$ cat src/rtl/qsfp_mgmt.sv
// qsfp_mgmt: per-cage presence/interrupt debounce, reset/init sequencing and
// an exclusive I2C modsel handshake across PORTS QSFP cages.
module qsfp_mgmt #(
  parameter int PORTS        = 2,
  parameter int DEBOUNCE     = 1024,
  parameter int RESET_CYCLES = 2000,
  parameter int INIT_CYCLES  = 4000,
  parameter int SEL_SETUP    = 4,
  localparam int SW = (PORTS > 1) ? $clog2(PORTS) : 1
) (
  input  logic             clock_i,
  input  logic             resetn_i,
  input  logic [PORTS-1:0] qsfp_modprsl_i,
  input  logic [PORTS-1:0] qsfp_intl_i,
  output logic [PORTS-1:0] qsfp_resetl_o,
  output logic [PORTS-1:0] qsfp_lpmode_o,
  output logic [PORTS-1:0] qsfp_modsell_o,
  input  logic [PORTS-1:0] soft_reset_i,
  input  logic [PORTS-1:0] lpmode_req_i,
  input  logic             sel_req_i,
  input  logic [SW-1:0]    sel_port_i,
  output logic             sel_gnt_o,
  output logic             sel_err_o,
  output logic [PORTS-1:0] port_ready_o,
  output logic [PORTS-1:0] port_int_o,
  output logic [PORTS-1:0] present_chg_o
);
  localparam int N  = 2 * PORTS;
  localparam int DW = $clog2(DEBOUNCE + 1);
  localparam int CW = $clog2(((RESET_CYCLES > INIT_CYCLES) ? RESET_CYCLES : INIT_CYCLES) + 1);
  localparam int TW = $clog2(SEL_SETUP + 1);

  typedef enum logic [1:0] {ABSENT, RESET, INIT, READY} port_st_e;
  typedef enum logic [1:0] {IDLE, SETUP, GRANT, ERR} sel_st_e;

  // Low half of the pin vectors is modprsl, high half is intl.
  logic [N-1:0]     sync1_q, sync2_q, deb_q, deb_d;
  logic [DW-1:0]    dcnt_q [N];
  logic [DW-1:0]    dcnt_d [N];
  logic [PORTS-1:0] prs_prev_q, chg_q, present, ready;
  port_st_e         pst_q [PORTS];
  port_st_e         pst_d [PORTS];
  logic [CW-1:0]    pcnt_q [PORTS];
  logic [CW-1:0]    pcnt_d [PORTS];
  sel_st_e          sst_q, sst_d;
  logic [SW-1:0]    sidx_q, sidx_d;
  logic [TW-1:0]    scnt_q, scnt_d;
  logic             serr_q, serr_d;

  assign present = ~deb_q[PORTS-1:0];

  always_ff @(posedge clock_i or negedge resetn_i) begin
    if (!resetn_i) begin
      sync1_q    <= '1;
      sync2_q    <= '1;
      deb_q      <= '1;
      prs_prev_q <= '1;
      chg_q      <= '0;
      for (int i = 0; i < N; i++) dcnt_q[i] <= '0;
      for (int i = 0; i < PORTS; i++) begin
        pst_q[i]  <= ABSENT;
        pcnt_q[i] <= '0;
      end
      sst_q  <= IDLE;
      sidx_q <= '0;
      scnt_q <= '0;
      serr_q <= 1'b0;
    end else begin
      sync1_q    <= {qsfp_intl_i, qsfp_modprsl_i};
      sync2_q    <= sync1_q;
      deb_q      <= deb_d;
      dcnt_q     <= dcnt_d;
      prs_prev_q <= deb_q[PORTS-1:0];
      chg_q      <= deb_q[PORTS-1:0] ^ prs_prev_q;
      pst_q      <= pst_d;
      pcnt_q     <= pcnt_d;
      sst_q      <= sst_d;
      sidx_q     <= sidx_d;
      scnt_q     <= scnt_d;
      serr_q     <= serr_d;
    end
  end

  always_comb begin
    deb_d = deb_q;
    for (int i = 0; i < N; i++) begin
      dcnt_d[i] = '0;
      if (sync2_q[i] != deb_q[i]) begin
        if (dcnt_q[i] == DW'(DEBOUNCE - 1)) deb_d[i] = sync2_q[i];
        else dcnt_d[i] = dcnt_q[i] + DW'(1);
      end
    end
  end

  // Removal outranks everything; soft reset only matters once a module is in sequence.
  always_comb begin
    for (int i = 0; i < PORTS; i++) begin
      pst_d[i]  = pst_q[i];
      pcnt_d[i] = '0;
      if (!present[i]) pst_d[i] = ABSENT;
      else if (pst_q[i] == ABSENT || soft_reset_i[i]) pst_d[i] = RESET;
      else if (pst_q[i] == RESET) begin
        if (pcnt_q[i] == CW'(RESET_CYCLES - 1)) pst_d[i] = INIT;
        else pcnt_d[i] = pcnt_q[i] + CW'(1);
      end else if (pst_q[i] == INIT) begin
        if (pcnt_q[i] == CW'(INIT_CYCLES - 1)) pst_d[i] = READY;
        else pcnt_d[i] = pcnt_q[i] + CW'(1);
      end
    end
  end

  always_comb begin
    sst_d  = sst_q;
    sidx_d = sidx_q;
    scnt_d = '0;
    serr_d = 1'b0;
    case (sst_q)
      IDLE: if (sel_req_i) begin
        if (int'(sel_port_i) < PORTS && ready[sel_port_i]) begin
          sst_d  = SETUP;
          sidx_d = sel_port_i;
        end else begin
          sst_d  = ERR;
          serr_d = 1'b1;
        end
      end
      SETUP: if (!ready[sidx_q]) begin
        sst_d  = ERR;
        serr_d = 1'b1;
      end else if (!sel_req_i) sst_d = IDLE;
      else if (scnt_q == TW'(SEL_SETUP - 1)) sst_d = GRANT;
      else scnt_d = scnt_q + TW'(1);
      GRANT: if (!ready[sidx_q]) begin
        sst_d  = ERR;
        serr_d = 1'b1;
      end else if (!sel_req_i) sst_d = IDLE;
      default: if (!sel_req_i) sst_d = IDLE;
    endcase
  end

  always_comb begin
    for (int i = 0; i < PORTS; i++) begin
      ready[i]          = pst_q[i] == READY;
      qsfp_resetl_o[i]  = pst_q[i] == INIT || pst_q[i] == READY;
      qsfp_lpmode_o[i]  = ready[i] ? lpmode_req_i[i] : 1'b1;
      qsfp_modsell_o[i] = !((sst_q == SETUP || sst_q == GRANT) && sidx_q == SW'(i));
    end
  end

  assign port_ready_o  = ready;
  assign port_int_o    = ready & ~deb_q[N-1:PORTS];
  assign present_chg_o = chg_q;
  assign sel_gnt_o     = sst_q == GRANT;
  assign sel_err_o     = serr_q;
endmodule

$ cat config.mk
export PLATFORM = sky130hd
export DESIGN_NAME = qsfp_mgmt
export DESIGN_NICKNAME = d
export VERILOG_FILES = /design/src/rtl/qsfp_mgmt.sv
export SDC_FILE = /design/constraint.sdc
export NUM_CORES = 1
export LEC_CHECK = 0
export ABC_AREA = 1
export ABC_CLOCK_PERIOD_IN_PS = 1500
export BUFFER_PORTS_ARGS = -buffer_cell sky130_fd_sc_hd__buf_2
export CAP_MARGIN = 20
export CELL_PAD_IN_SITES_DETAIL_PLACEMENT = 1
export CELL_PAD_IN_SITES_GLOBAL_PLACEMENT = 1
export CORE_ASPECT_RATIO = 2
export CORE_MARGIN = 3
export CORE_UTILIZATION = 42
export DETAILED_ROUTE_END_ITERATION = 7
export GPL_TIMING_DRIVEN = 0
export PLACE_DENSITY_LB_ADDON = 0.1
export SLEW_MARGIN = 20
export SYNTH_ARGS = -nofsm -noshare
export SYNTH_HDL_FRONTEND = slang
export SYNTH_SLANG_ARGS = --single-unit
$ cat constraint.sdc
create_clock -name clock_i -period 1.5 [get_ports clock_i]
set_input_delay 0.075 -clock clock_i [delete_from_list [all_inputs] [get_ports clock_i]]
set_output_delay 0.075 -clock clock_i [all_outputs]
set_load 0.01 [all_outputs]
==> results.tsv, run 1 <==
stage	metric	value	unit
setup_path	cp.required	1.72	ns
power	ir_drop	0.0006310	V
final_layout	diodes	0	
flow_run	maxCapViolCount	0	
clock_network	cts.sinks	95	
logic_synthesis	syn_nets	576	
run_status	outcome	finished, violations left	
timing	timing.final.crit_share	102.6	%
power	power_density	1249	nW/um2
final_layout	final-seq-area	2400	um2
placed_design	port_buffers	25	
global_route	antenna_found_initial	0	
floorplan	dieWidth	81.33	um
floorplan	die_h	156.6	um
setup_path	r2r_slack	-0.04	ns
timing	setup_viol	6	
power	clockPowerShare	30.3	%
clock_network	clk_latency	0.33	ns
setup_path	start_kind	flip-flop	
global_route	gr-total-overflow	0	
placed_design	placed_cells	711	
global_route	grt_pass1_wl	18980	um
timing	hold_viol_final	0	
power	total_power	7736	uW
placed_design	dpl.hpwl	7704	um
timing	max_freq	650.0	MHz
setup_path	crit_type	reg -> reg	
logic_synthesis	synth_cell_types	37	
logic_synthesis	yosysWarnings	0	
routing	drt_pass1_iterations	4	
final_layout	drive_gt1_share	32.97	%
run_status	violations	negative setup slack	
routing	vias_per_cell	4.987	
clock_network	clockRootBuffer	clkbuf_16	
logic_synthesis	avgSynthCellArea	8.745	um2
routing	drt_wl_total	11460	um
logic_synthesis	netlist_area	4766	um2
timing	hold_slack	0.03128	ns
logic_synthesis	syn_inst	545	
clock_network	htreeDepth	3	
logic_synthesis	synth_seq_area_share	50.25	%
floorplan	start_util	43.27	%
timing	setup_ws	-0.03850	ns
timing	min_period	1.539	ns
logic_synthesis	ys_ff_latch	95	
floorplan	num_rows	54	
power	power.switching	2417	uW
setup_path	arrival	1.76	ns
global_route	grt_pass1_vias	4260	
clock_network	numCtsBuffers	9	
floorplan	dieArea	12740	um2
floorplan	coreArea	11010	um2
setup_path	cp_max_fo	5	
placed_design	pre_cts_ws	-0.2565	ns
setup_path	critPathCaptureType	flip-flop	
min_path	min_path_type	in -> reg	
routing	drt_iter0_drc	73	
power	seq_power_share	37.8	%
logic_synthesis	ys.flop_type	dfrtp_1	
clock_network	path_clk_slew	0.07	ns
routing	drc_errors	0	
power	p_leak	0.002769	uW
final_layout	multiInputGateArea	2456	um2
logic_synthesis	yosys-top-cells-area	dfrtp_1 (43%), nand2_1 (8.7%), dfstp_2 (7.7%), nor2_1 (6.1%), ha_1 (5.0%)	
timing	clock-skew-final	0.01102	ns
logic_synthesis	synth_top_area_cell	dfrtp_1	
timing	rsz0062_at_grt	true	
final_layout	post-route-util	56.26	%
logic_synthesis	synth_edf_count	0	
final_layout	fillerInstances	1266	
final_layout	layout.nets	660	
placed_design	routabilityCongestion	0.8193	
logic_synthesis	async_reset_ff_share	100.0	%
global_route	grt_usage	18.85	%
final_layout	syn2layout_area_growth	30.01	%
floorplan	io-pin-count	26	
power	internal-power	5319	uW
timing	slew_headroom	69.06	%
clock_network	cts_tree	built	
timing	worst_pin_slew	0.4641	ns
timing	slew_viol_final	0	
power	pwr-share-comb	31.8	%
routing	wire_per_inst	14.81	um
clock_network	clk_path_buf_depth	2	
logic_synthesis	synth_top_area_share	42.53	%
routing	ant_nets	0	
routing	vias	3860	
final_layout	instances_no_fill	774	
power	p_sw_share	31.25	%
global_route	grt_max_degree	53	
routing by layer:
| metal | vias to the layer above | GRT usage [%] | part of all wire (%) |
|---|---|---|---|
| met5 | - | 0 | 0 |
| met3 | 15 | 2.535 | 2.0 |
| met4 | 0 | 5.963 | 1.9 |
| met2 | 40 | 37.90 | 61 |
| li1 | 1874 | - | - |
| met1 | 1931 | 18.79 | 35 |
state kept, by name, indices dropped and copies added, names as in the netlist:
name	flops
sel_err_o	1
pcnt_q	24
prs_prev_q	2
dcnt_q	44
sidx_q	1
pst_q	4
sync2_q	4
sync1_q	4
present_chg_o	2
deb_q	4
scnt_q	3
sst_q	2
cells in the mapped netlist, types with 2 or more instances:
cell      number
nand2_1      110
dfrtp_1       81
nor2_1        78
inv_1         62
nand3_1       39
xor2_1        24
ha_1          19
nor2_2        18
nor3_1        15
dfstp_2       14
o21ai_0       14
xnor2_1       13
a21oi_1       11
nand2_2        8
nand4_1        5
or2_2          5
a31oi_1        3
nor2_4         3
inv_2          2
nand3_2        2
nor3_4         2
o211ai_1       2
cell families after synthesis:
group	after synthesis	synth area share [%]
adders and majority gates	19	4.988
and+or+nand+nor	291	27.93
DFF	95	50.25
AOI/OAI and AO/OA	34	3.938
muxes	1	0.2363
xor gates and xnor gates	38	7.141
buffers and inverters	67	5.513
critical path: stages, from the launching register on:
cell and delay [ns]:
dfrtp_1 0.46, inv_1 0.14, nand2_1 0.07, nor2_1 0.11, nand3_2 0.11, nand2_2 0.11, o21ai_2 0.07, nand2_4 0.08
buf_6 0.11, buf_12 0.11, nor2_2 0.03
per-stage QoR:
step	setup TNS [ns]	instance area, um2
global route	-1.614	6196
floorplan	0	4766
finish	-0.1674	6196
CTS	-0.2977	5844
detailed placement	-5.781	5100
global placement	-56.57	5066
cell usage in the layout (no fill, tap or decap), types with 4 or more instances in the layout:
| master | count |
|---|---|
| nand2_1 | 99 |
| dfstp_2 | 14 |
| clkbuf_16 | 9 |
| buf_6 | 11 |
| buf_4 | 34 |
| dlygate4sd3_1 | 5 |
| a21oi_1 | 10 |
| nand2_2 | 15 |
| nand2_4 | 5 |
| ha_2 | 8 |
| nor2_4 | 17 |
| dfrtp_1 | 77 |
| xor2_1 | 24 |
| inv_2 | 10 |
| o21ai_0 | 8 |
| ha_1 | 6 |
| inv_1 | 53 |
| nand4_1 | 5 |
| dfrtp_2 | 4 |
| nand3_2 | 10 |
| buf_2 | 22 |
| nor2_2 | 17 |
| o21ai_2 | 4 |
| nand3_1 | 29 |
| ha_4 | 5 |
| nor3_1 | 13 |
| nor2_1 | 65 |
| xnor2_1 | 13 |
final cells by class:
cell class,instances,share of cell area (%)
clock buffers,14,4.422
clock inverters,2,0.6058
flip-flops and latches,95,38.73
well taps,140,2.827
repair buffers,73,9.289
plain buffers,3,0.5654
inverters,64,3.918
multi-input cells,383,39.64
path summary, 6_finish.rpt:
check | cells after the start | to | start
min in group asynchronous | 2 | scnt_q[0] | resetn_i
hold reg to reg | 0 | sync2_q[1] | sync1_q[1]
max in group asynchronous | 3 | sync1_q[3] | resetn_i
setup / recovery | 10 | pcnt_q[8] | pcnt_q[4]
hold / removal | 3 | sel_err_o | sel_req_i
setup reg to reg | 10 | pcnt_q[8] | pcnt_q[4]
power groups by stage:
stage | Combinational, uW | Clock, uW | Sequential (uW)
floorplan | 1110 | 0 | 2910
global placement | 1530 | 0 | 2930
detailed placement | 1620 | 0 | 2950
CTS | 2220 | 2430 | 2900
global route | 2740 | 2540 | 2950
finish | 2460 | 2350 | 2930
what timing repair did:
| action | CTS | global route |
|---|---|---|
| gates resized for setup | 53 | 65 |
| pin swaps | 25 | 33 |
| hold buffers | 5 | 0 |
| gates cloned | 2 | 0 |
| setup buffers | 24 | 17 |
| hold endpoints to repair | 44 | 0 |
| endpoints found under the setup margin | 52 | 63 |
Power figures use the tool's default switching activity.
==> run 2: changes to the inputs <==
BUFFER_PORTS_ARGS = not set   (was -buffer_cell sky130_fd_sc_hd__buf_2)
CORE_UTILIZATION = 44   (was 42)
DONT_BUFFER_PORTS = 1   (was not set)
HOLD_SLACK_MARGIN = 0.12   (was not set)
==> run 2 against run 1 <==
  * The run ends with negative hold slack, negative setup slack left
  * Combinational power fell by 11%
  * Die area fell by 4.3%
  * Utilization rose by 0.64 points
  * Cell count fell by 3.9%
  * Non-clock buffer count fell by 27
  * Wire length fell by 3.8%
  * Sequential share of layout area rose by 1.2 points
  * Critical path depth fell by 2
  * Sequential power barely moved
  * Total power fell by 1.8%
  * First-iteration DRC count rose by 45%
  * Clock power rose by 5%
  * Critical path type unchanged
  * Critical endpoint is now pcnt_q[0]
  * Largest power group unchanged
==> results.tsv, run 2 (synthesis gave the netlist of run 1 again) <==
stage	metric	value	unit	change
run_status	outcome	finished, violations left		unchanged
run_status	violations	negative hold slack, negative setup slack		was negative setup slack
global_route	grt_pass1_wl	18200	um	was 18980 um
floorplan	num_rows	53		was 54
setup_path	start_kind	flip-flop		unchanged
global_route	gr-total-overflow	0		unchanged
timing	clock-skew-final	0.008292	ns	was 0.01102 ns
setup_path	crit_type	reg -> reg		unchanged
clock_network	numCtsBuffers	9		unchanged
setup_path	cp.required	1.77	ns	was 1.72 ns
routing	ant_nets	0		unchanged
floorplan	dieWidth	79.59	um	was 81.33 um
global_route	use_met3	3.125	%	was 2.535%
placed_design	routabilityCongestion	0.8041		was 0.8193
clock_network	cts_tree	built		unchanged
timing	min_period	1.517	ns	was 1.539 ns
routing	vias_per_cell	5.032		was 4.987
routing	wire_per_inst	14.82	um	was 14.81 um
floorplan	coreArea	10540	um2	was 11010 um2
timing	max_freq	659.4	MHz	was 650.0 MHz
timing	hold_slack	-0.5664	ns	was 0.03128 ns
routing	drc_errors	0		unchanged
power	power_density	1266	nW/um2	was 1249 nW/um2
clock_network	clk_path_buf_depth	2		unchanged
global_route	use_met2	37.10	%	was 37.90%
clock_network	clk_latency	0.34	ns	was 0.33 ns
setup_path	cp_max_fo	5		unchanged
timing	timing.final.crit_share	101.1	%	was 102.6%
setup_path	r2r_cells	8		was 10
final_layout	final_area	6000	um2	was 6196 um2
floorplan	io-pin-count	26		unchanged
flow_run	maxCapViolCount	0		unchanged
setup_path	critPathCaptureType	flip-flop		unchanged
timing	worst_pin_slew	0.4679	ns	was 0.4641 ns
global_route	gr-usage-met1	18.96	%	was 18.79%
timing	tns	-0.03889	ns	was -0.1674 ns
timing	rsz0062_at_grt	true		unchanged
power	p_leak	0.002622	uW	was 0.002769 uW
clock_network	htreeDepth	3		unchanged
floorplan	start_util	45.20	%	was 43.27%
placed_design	dpl.hpwl	7318	um	was 7704 um
final_layout	largest_reg_flops	44		unchanged
final_layout	final-seq-area	2399	um2	was 2400 um2
global_route	grt_max_degree	96		was 53
timing	setup_viol	5		was 6
final_layout	top_regs	dcnt_q (44), pcnt_q (24)		unchanged
global_route	antenna_found_initial	0		unchanged
timing	slew_headroom	68.81	%	was 69.06%
final_layout	diodes	0		unchanged
final_layout	final_common_cell	nand2_1		unchanged
clock_network	cts.sinks	95		unchanged
setup_path	crit_family	flip-flops		was simple AND/OR/NAND/NOR gates
final_layout	regMostFlops	dcnt_q		unchanged
final_layout	multiInputGateArea	2430	um2	was 2456 um2
final_layout	drive_gt1_share	29.00	%	was 32.97%
global_route	grt_usage	18.73	%	was 18.85%
setup_path	arrival	1.79	ns	was 1.76 ns
routing	drt_wl_total	11030	um	was 11460 um
global_route	gr-max-usage-layer	met2		unchanged
power	ir_drop	0.0007075	V	was 0.0006310 V
setup_path	cp.depth	8		was 10
timing	setup_ws	-0.01654	ns	was -0.03850 ns
setup_path	crit_slowest_cell	dfrtp_2		was dfrtp_1
final_layout	syn2layout_area_growth	25.89	%	was 30.01%
setup_path	slowest_delay	0.44	ns	was 0.46 ns
clock_network	clockRootBuffer	clkbuf_16		unchanged
timing	slew_viol_final	0		unchanged
floorplan	dieArea	12190	um2	was 12740 um2
routing	vias	3744		was 3860
final_layout	layout.nets	633		was 660
setup_path	crit_chain	buf_4, ha_4, inv_2, nand2_2, o21ai_4, nand2_4, clkbuf_16, nor2_2		was inv_1, nand2_1, nor2_1, nand3_2, nand2_2, o21ai_2, nand2_4, buf_6, buf_12, nor2_2
final_layout	fillerInstances	1213		was 1266
floorplan	die_h	153.2	um	was 156.6 um
routing	drt_pass1_iterations	4		unchanged
min_path	min_path_type	in -> async		was in -> reg
placed_design	port_buffers	0		was 25
timing	hold_viol_final	95		was 0
setup_path	cp_num_buf_inv	3		unchanged
placed_design	place_area	4937	um2	was 5100 um2
routing	drt_iter0_drc	106		was 73
final_layout	mostFrequentLayoutCells	nand2_1 (101), dfrtp_1 (78), nor2_1 (61), inv_1 (53), buf_4 (33)		was nand2_1 (99), dfrtp_1 (77), nor2_1 (65), inv_1 (53), buf_4 (34)
clock_network	path_clk_slew	0.07	ns	about the same
global_route	grt_pass1_vias	4101		was 4260
run 2: cell count changes in the layout (fill, tap and decap cells not counted), moves of 3 or more:
| cell | before | now |
|---|---|---|
| buf_2 | 22 | 0 |
| buf_6 | 11 | 3 |
| dlygate4sd3_1 | 5 | 9 |
| nand3_1 | 29 | 32 |
| nor2_1 | 65 | 61 |
| nor2_2 | 17 | 23 |
run 2: metrics by stage:
| stage | worst slack (ns) | total power (uW) | util, % | std cells |
|---|---|---|---|---|
| floorplan | 0.03523 | 4021 | - | 545 |
| finish | -0.01654 | 7598 | 56.90 | 744 |
| CTS | -0.03955 | 7087 | 52.30 | 719 |
| detailed placement | -0.2932 | 4395 | 46.83 | 682 |
| global placement | -0.2764 | 4299 | 46.83 | 682 |
| global route | -0.09529 | 8036 | 56.90 | 744 |
run 2: final timing paths:
check                        endpoint  slack, ns  startpoint
min                         scnt_q[2]      -0.57    resetn_i
min in group clock_i         sst_q[1]       0.12  sel_port_i
min reg2reg                sync2_q[1]       0.36  sync1_q[1]
max in group asynchronous    deb_q[3]       1.85    resetn_i
max reg2reg                 pcnt_q[0]      -0.02    pst_q[0]
max                         pcnt_q[0]      -0.02    pst_q[0]
run 2: where the power goes:
| part | switching, uW | leakage [uW] | internal, uW |
|---|---|---|---|
| clock network | 966 | 0.000156 | 1510 |
| registers | 187 | 0.00125 | 2750 |
| logic | 1210 | 0.00122 | 969 |
run 2: per-layer routing:
| metal | routed length, um | vias to the layer above | share of wire [%] |
|---|---|---|---|
| met1 | 3992 | 1878 | 36 |
| li1 | - | 1825 | - |
| met3 | 226 | 10 | 2.0 |
| met5 | 0 | - | 0 |
| met2 | 6656 | 31 | 60 |
| met4 | 153 | 0 | 1.4 |
run 2: area by class of cell:
cell class                 instances  share of cell area [%]
sequential                        95                   39.98
clock buffer                      11                   4.046
clock inverter                     5                   1.356
buffer                             3                  0.6465
multi-input combinational        383                   40.50
timing repair buffer              46                   6.611
tap                              137                   2.857
inverter                          64                   4.004
run 2: timing repair:
item,4_1_cts,5_1_grt
gates cloned,0,2
gates resized for setup,23,82
pin swaps,10,34
endpoints found under the setup margin,51,56
endpoints found under the hold margin,110,96
hold buffers,8,1
setup buffers,13,22
==> run 3: changes to the inputs <==
ABC_CLOCK_PERIOD_IN_PS = 1900   (was 1500)
CORE_UTILIZATION = 52   (was 44)
clock period = 1.9 ns   (was 1.5 ns; I/O delays follow)
==> run 3 against run 2 <==
  * Clock-buffer cell count down 2
  * Clock skew down 0.0016 ns
  * Cell count down 10%
  * Critical path depth unchanged
  * Largest power group unchanged
  * The flow finishes with violations (negative hold slack)
  * Total power down 33%
  * Register-to-register slack better by 0.20 ns
  * Sequential cell count unchanged
==> results.tsv, run 3 (synthesis gave the netlist of run 1 again) <==
stage	metric	value	unit	change
floorplan	coreArea	8768	um2	was 10540 um2
final_layout	final_area	5246	um2	was 6000 um2
routing	drc_errors	0		unchanged
power	p_sw_share	31.87	%	was 31.15%
setup_path	arrival	1.92	ns	was 1.79 ns
placed_design	port_buffers	0		unchanged
global_route	grt_usage	22.31	%	was 18.73%
final_layout	drive_gt1_share	13.36	%	was 29.00%
floorplan	io-pin-count	26		unchanged
placed_design	dpl.hpwl	7488	um	was 7318 um
placed_design	routabilityCongestion	0.8824		was 0.8041
routing	vias_per_cell	5.426		was 5.032
routing	ant_nets	0		unchanged
power	power_density	966.2	nW/um2	was 1266 nW/um2
setup_path	cp_num_buf_inv	1		was 3
final_layout	syn2layout_area_growth	10.08	%	was 25.89%
placed_design	placed_cells	645		was 682
clock_network	path_clk_slew	0.07	ns	about the same
flow_run	maxCapViolCount	0		unchanged
power	power.switching	1616	uW	was 2366 uW
routing	drt_wl_total	10190	um	was 11030 um
clock_network	clk_latency	0.34	ns	about the same
setup_path	critPathCaptureType	flip-flop		unchanged
final_layout	layout.nets	595		was 633
power	internal-power	3454	uW	was 5231 uW
setup_path	crit_family	simple AND/OR/NAND/NOR gates		was flip-flops
power	seq_power_share	45.2	%	was 38.7%
timing	setup_ws	0.1869	ns	was -0.01654 ns
timing	hold_viol_final	95		unchanged
clock_network	post_cts_buffers	0		was 13
global_route	gr-total-overflow	0		unchanged
floorplan	dieWidth	73.70	um	was 79.59 um
setup_path	start_kind	flip-flop		unchanged
setup_path	cp.required	2.10	ns	was 1.77 ns
setup_path	crit_slowest_cell	dfrtp_1		was dfrtp_2
final_layout	diodes	0		unchanged
final_layout	largest_reg_flops	44		unchanged
power	p_leak	0.002371	uW	was 0.002622 uW
placed_design	place_area	4891	um2	was 4937 um2
clock_network	cts_hold_buf	8		unchanged
clock_network	clk_path_buf_depth	2		unchanged
floorplan	num_rows	48		was 53
final_layout	mostFrequentLayoutCells	nand2_1 (110), dfrtp_1 (81), nor2_1 (78), inv_1 (62), nand3_1 (39)		was nand2_1 (101), dfrtp_1 (78), nor2_1 (61), inv_1 (53), buf_4 (33)
global_route	grt_max_degree	96		unchanged
clock_network	numCtsBuffers	9		unchanged
clock_network	htreeDepth	3		unchanged
run_status	outcome	finished, violations left		unchanged
timing	hold_slack	-0.5556	ns	was -0.5664 ns
routing	wire_per_inst	15.23	um	was 14.82 um
timing	rsz0062_at_grt	false		was true
placed_design	pre_cts_ws	0.1500	ns	was -0.2932 ns
global_route	grt_pass1_wl	18150	um	was 18200 um
timing	slew_headroom	69.14	%	was 68.81%
power	pwr-share-comb	22.1	%	was 28.7%
clock_network	clockRootBuffer	clkbuf_16		unchanged
timing	setup_viol	0		was 5
routing	drt_pass1_iterations	4		unchanged
power	ir_drop	0.0006066	V	was 0.0007075 V
routing	vias	3630		was 3744
floorplan	start_util	54.35	%	was 45.20%
timing	max_freq	583.7	MHz	was 659.4 MHz
final_layout	regMostFlops	dcnt_q		unchanged
timing	clock-skew-final	0.006700	ns	was 0.008292 ns
timing	slew_viol_final	0		unchanged
global_route	antenna_found_initial	0		unchanged
run_status	violations	negative hold slack		was negative hold slack, negative setup slack
min_path	min_path_type	in -> async		unchanged
timing	worst_pin_slew	0.4629	ns	was 0.4679 ns
final_layout	final_common_cell	nand2_1		unchanged
clock_network	cts_tree	built		unchanged
setup_path	crit_type	reg -> reg		unchanged
global_route	grt_pass1_vias	4094		was 4101
floorplan	dieArea	10420	um2	was 12190 um2
setup_path	cp_max_fo	5		unchanged
final_layout	fillerInstances	1050		was 1213
setup_path	r2r_slack	0.19	ns	was -0.02 ns
final_layout	top_regs	dcnt_q (44), pcnt_q (24)		unchanged
power	clockPowerShare	32.7	%	was 32.6%
setup_path	slowest_delay	0.43	ns	was 0.44 ns
routing	drt_iter0_drc	188		was 106
clock_network	cts.sinks	95		unchanged
final_layout	instances_no_fill	669		was 744
timing	tns	0	ns	was -0.03889 ns
floorplan	die_h	141.4	um	was 153.2 um
timing	timing.final.crit_share	90.16	%	was 101.1%
setup_path	crit_chain	ha_1, inv_1, nor2_2, nand2_1, nor2_1, nand2_1, o21ai_0, nor2_1		was buf_4, ha_4, inv_2, nand2_2, o21ai_4, nand2_4, clkbuf_16, nor2_2
timing	min_period	1.713	ns	was 1.517 ns
==> run 3: changes by cell type in the layout (fill, tap and decap cells not counted), moves of 6 or more <==
| cell | before | now |
|---|---|---|
| buf_4 | 33 | 1 |
| nor2_1 | 61 | 78 |
| ha_1 | 7 | 19 |
| nor2_4 | 15 | 3 |
| inv_1 | 53 | 62 |
| inv_2 | 11 | 2 |
| nand2_1 | 101 | 110 |
| nand3_1 | 32 | 39 |
| ha_2 | 6 | 0 |
| ha_4 | 6 | 0 |
| nand2_2 | 14 | 8 |
| nand3_2 | 8 | 2 |
==> run 3: worst paths after layout <==
check                           start         end  cells past startpoint
max in group asynchronous    resetn_i    deb_q[3]                      0
setup reg to reg           dcnt_q[11]  dcnt_q[21]                      8
hold reg to reg            sync1_q[3]  sync2_q[3]                      0
hold / removal               resetn_i   scnt_q[2]                      0
min in group clock_i       sel_port_i   sel_err_o                      5
setup / recovery           dcnt_q[11]  dcnt_q[21]                      8
==> run 3: final cells by class <==
type | count | area (um2) | share of cell area, %
sequential | 95 | 2395 | 45.65
multi-input combinational | 383 | 2108 | 40.19
inverter | 64 | 240.2 | 4.579
clock buffer | 9 | 225.2 | 4.293
tap | 100 | 125.1 | 2.385
timing repair buffer | 8 | 80.08 | 1.526
clock inverter | 7 | 50.05 | 0.9540
buffer | 3 | 22.52 | 0.4293
==> run 3: timing repair <==
item	4_1_cts	5_1_grt
endpoints found under the hold margin	113	95
resized for setup	0	1
setup endpoints to repair	0	2
==> run 3: power by group through the flow <==
| stage | Combinational (uW) | Sequential (uW) | Clock (uW) |
|---|---|---|---|
| final | 1120 | 2290 | 1660 |
| after global routing | 1280 | 2320 | 1780 |
| after floorplan | 874 | 2300 | 0 |
| after CTS | 1130 | 2300 | 1690 |
| after global placement | 1050 | 2320 | 0 |
| after detailed placement | 1110 | 2330 | 0 |
==> run 3: per-layer routing <==
metal  wire length, um  share of wire, %  vias up  track usage (%)
met5                 0                 0        -                0
met4               303               3.0        0            9.360
met3               241               2.4       21            3.972
met2              6018                59       58            42.51
met1              3625                36     1807            22.54
li1                  -                 -     1744                -
==> run 3: stage by stage <==
step                      util (%)  power [uW]
after floorplan                  -        3174
after global placement       55.78        3367
after detailed placement     55.78        3442
after CTS                    59.83        5121
after global routing         59.83        5383
final                        59.83        5069
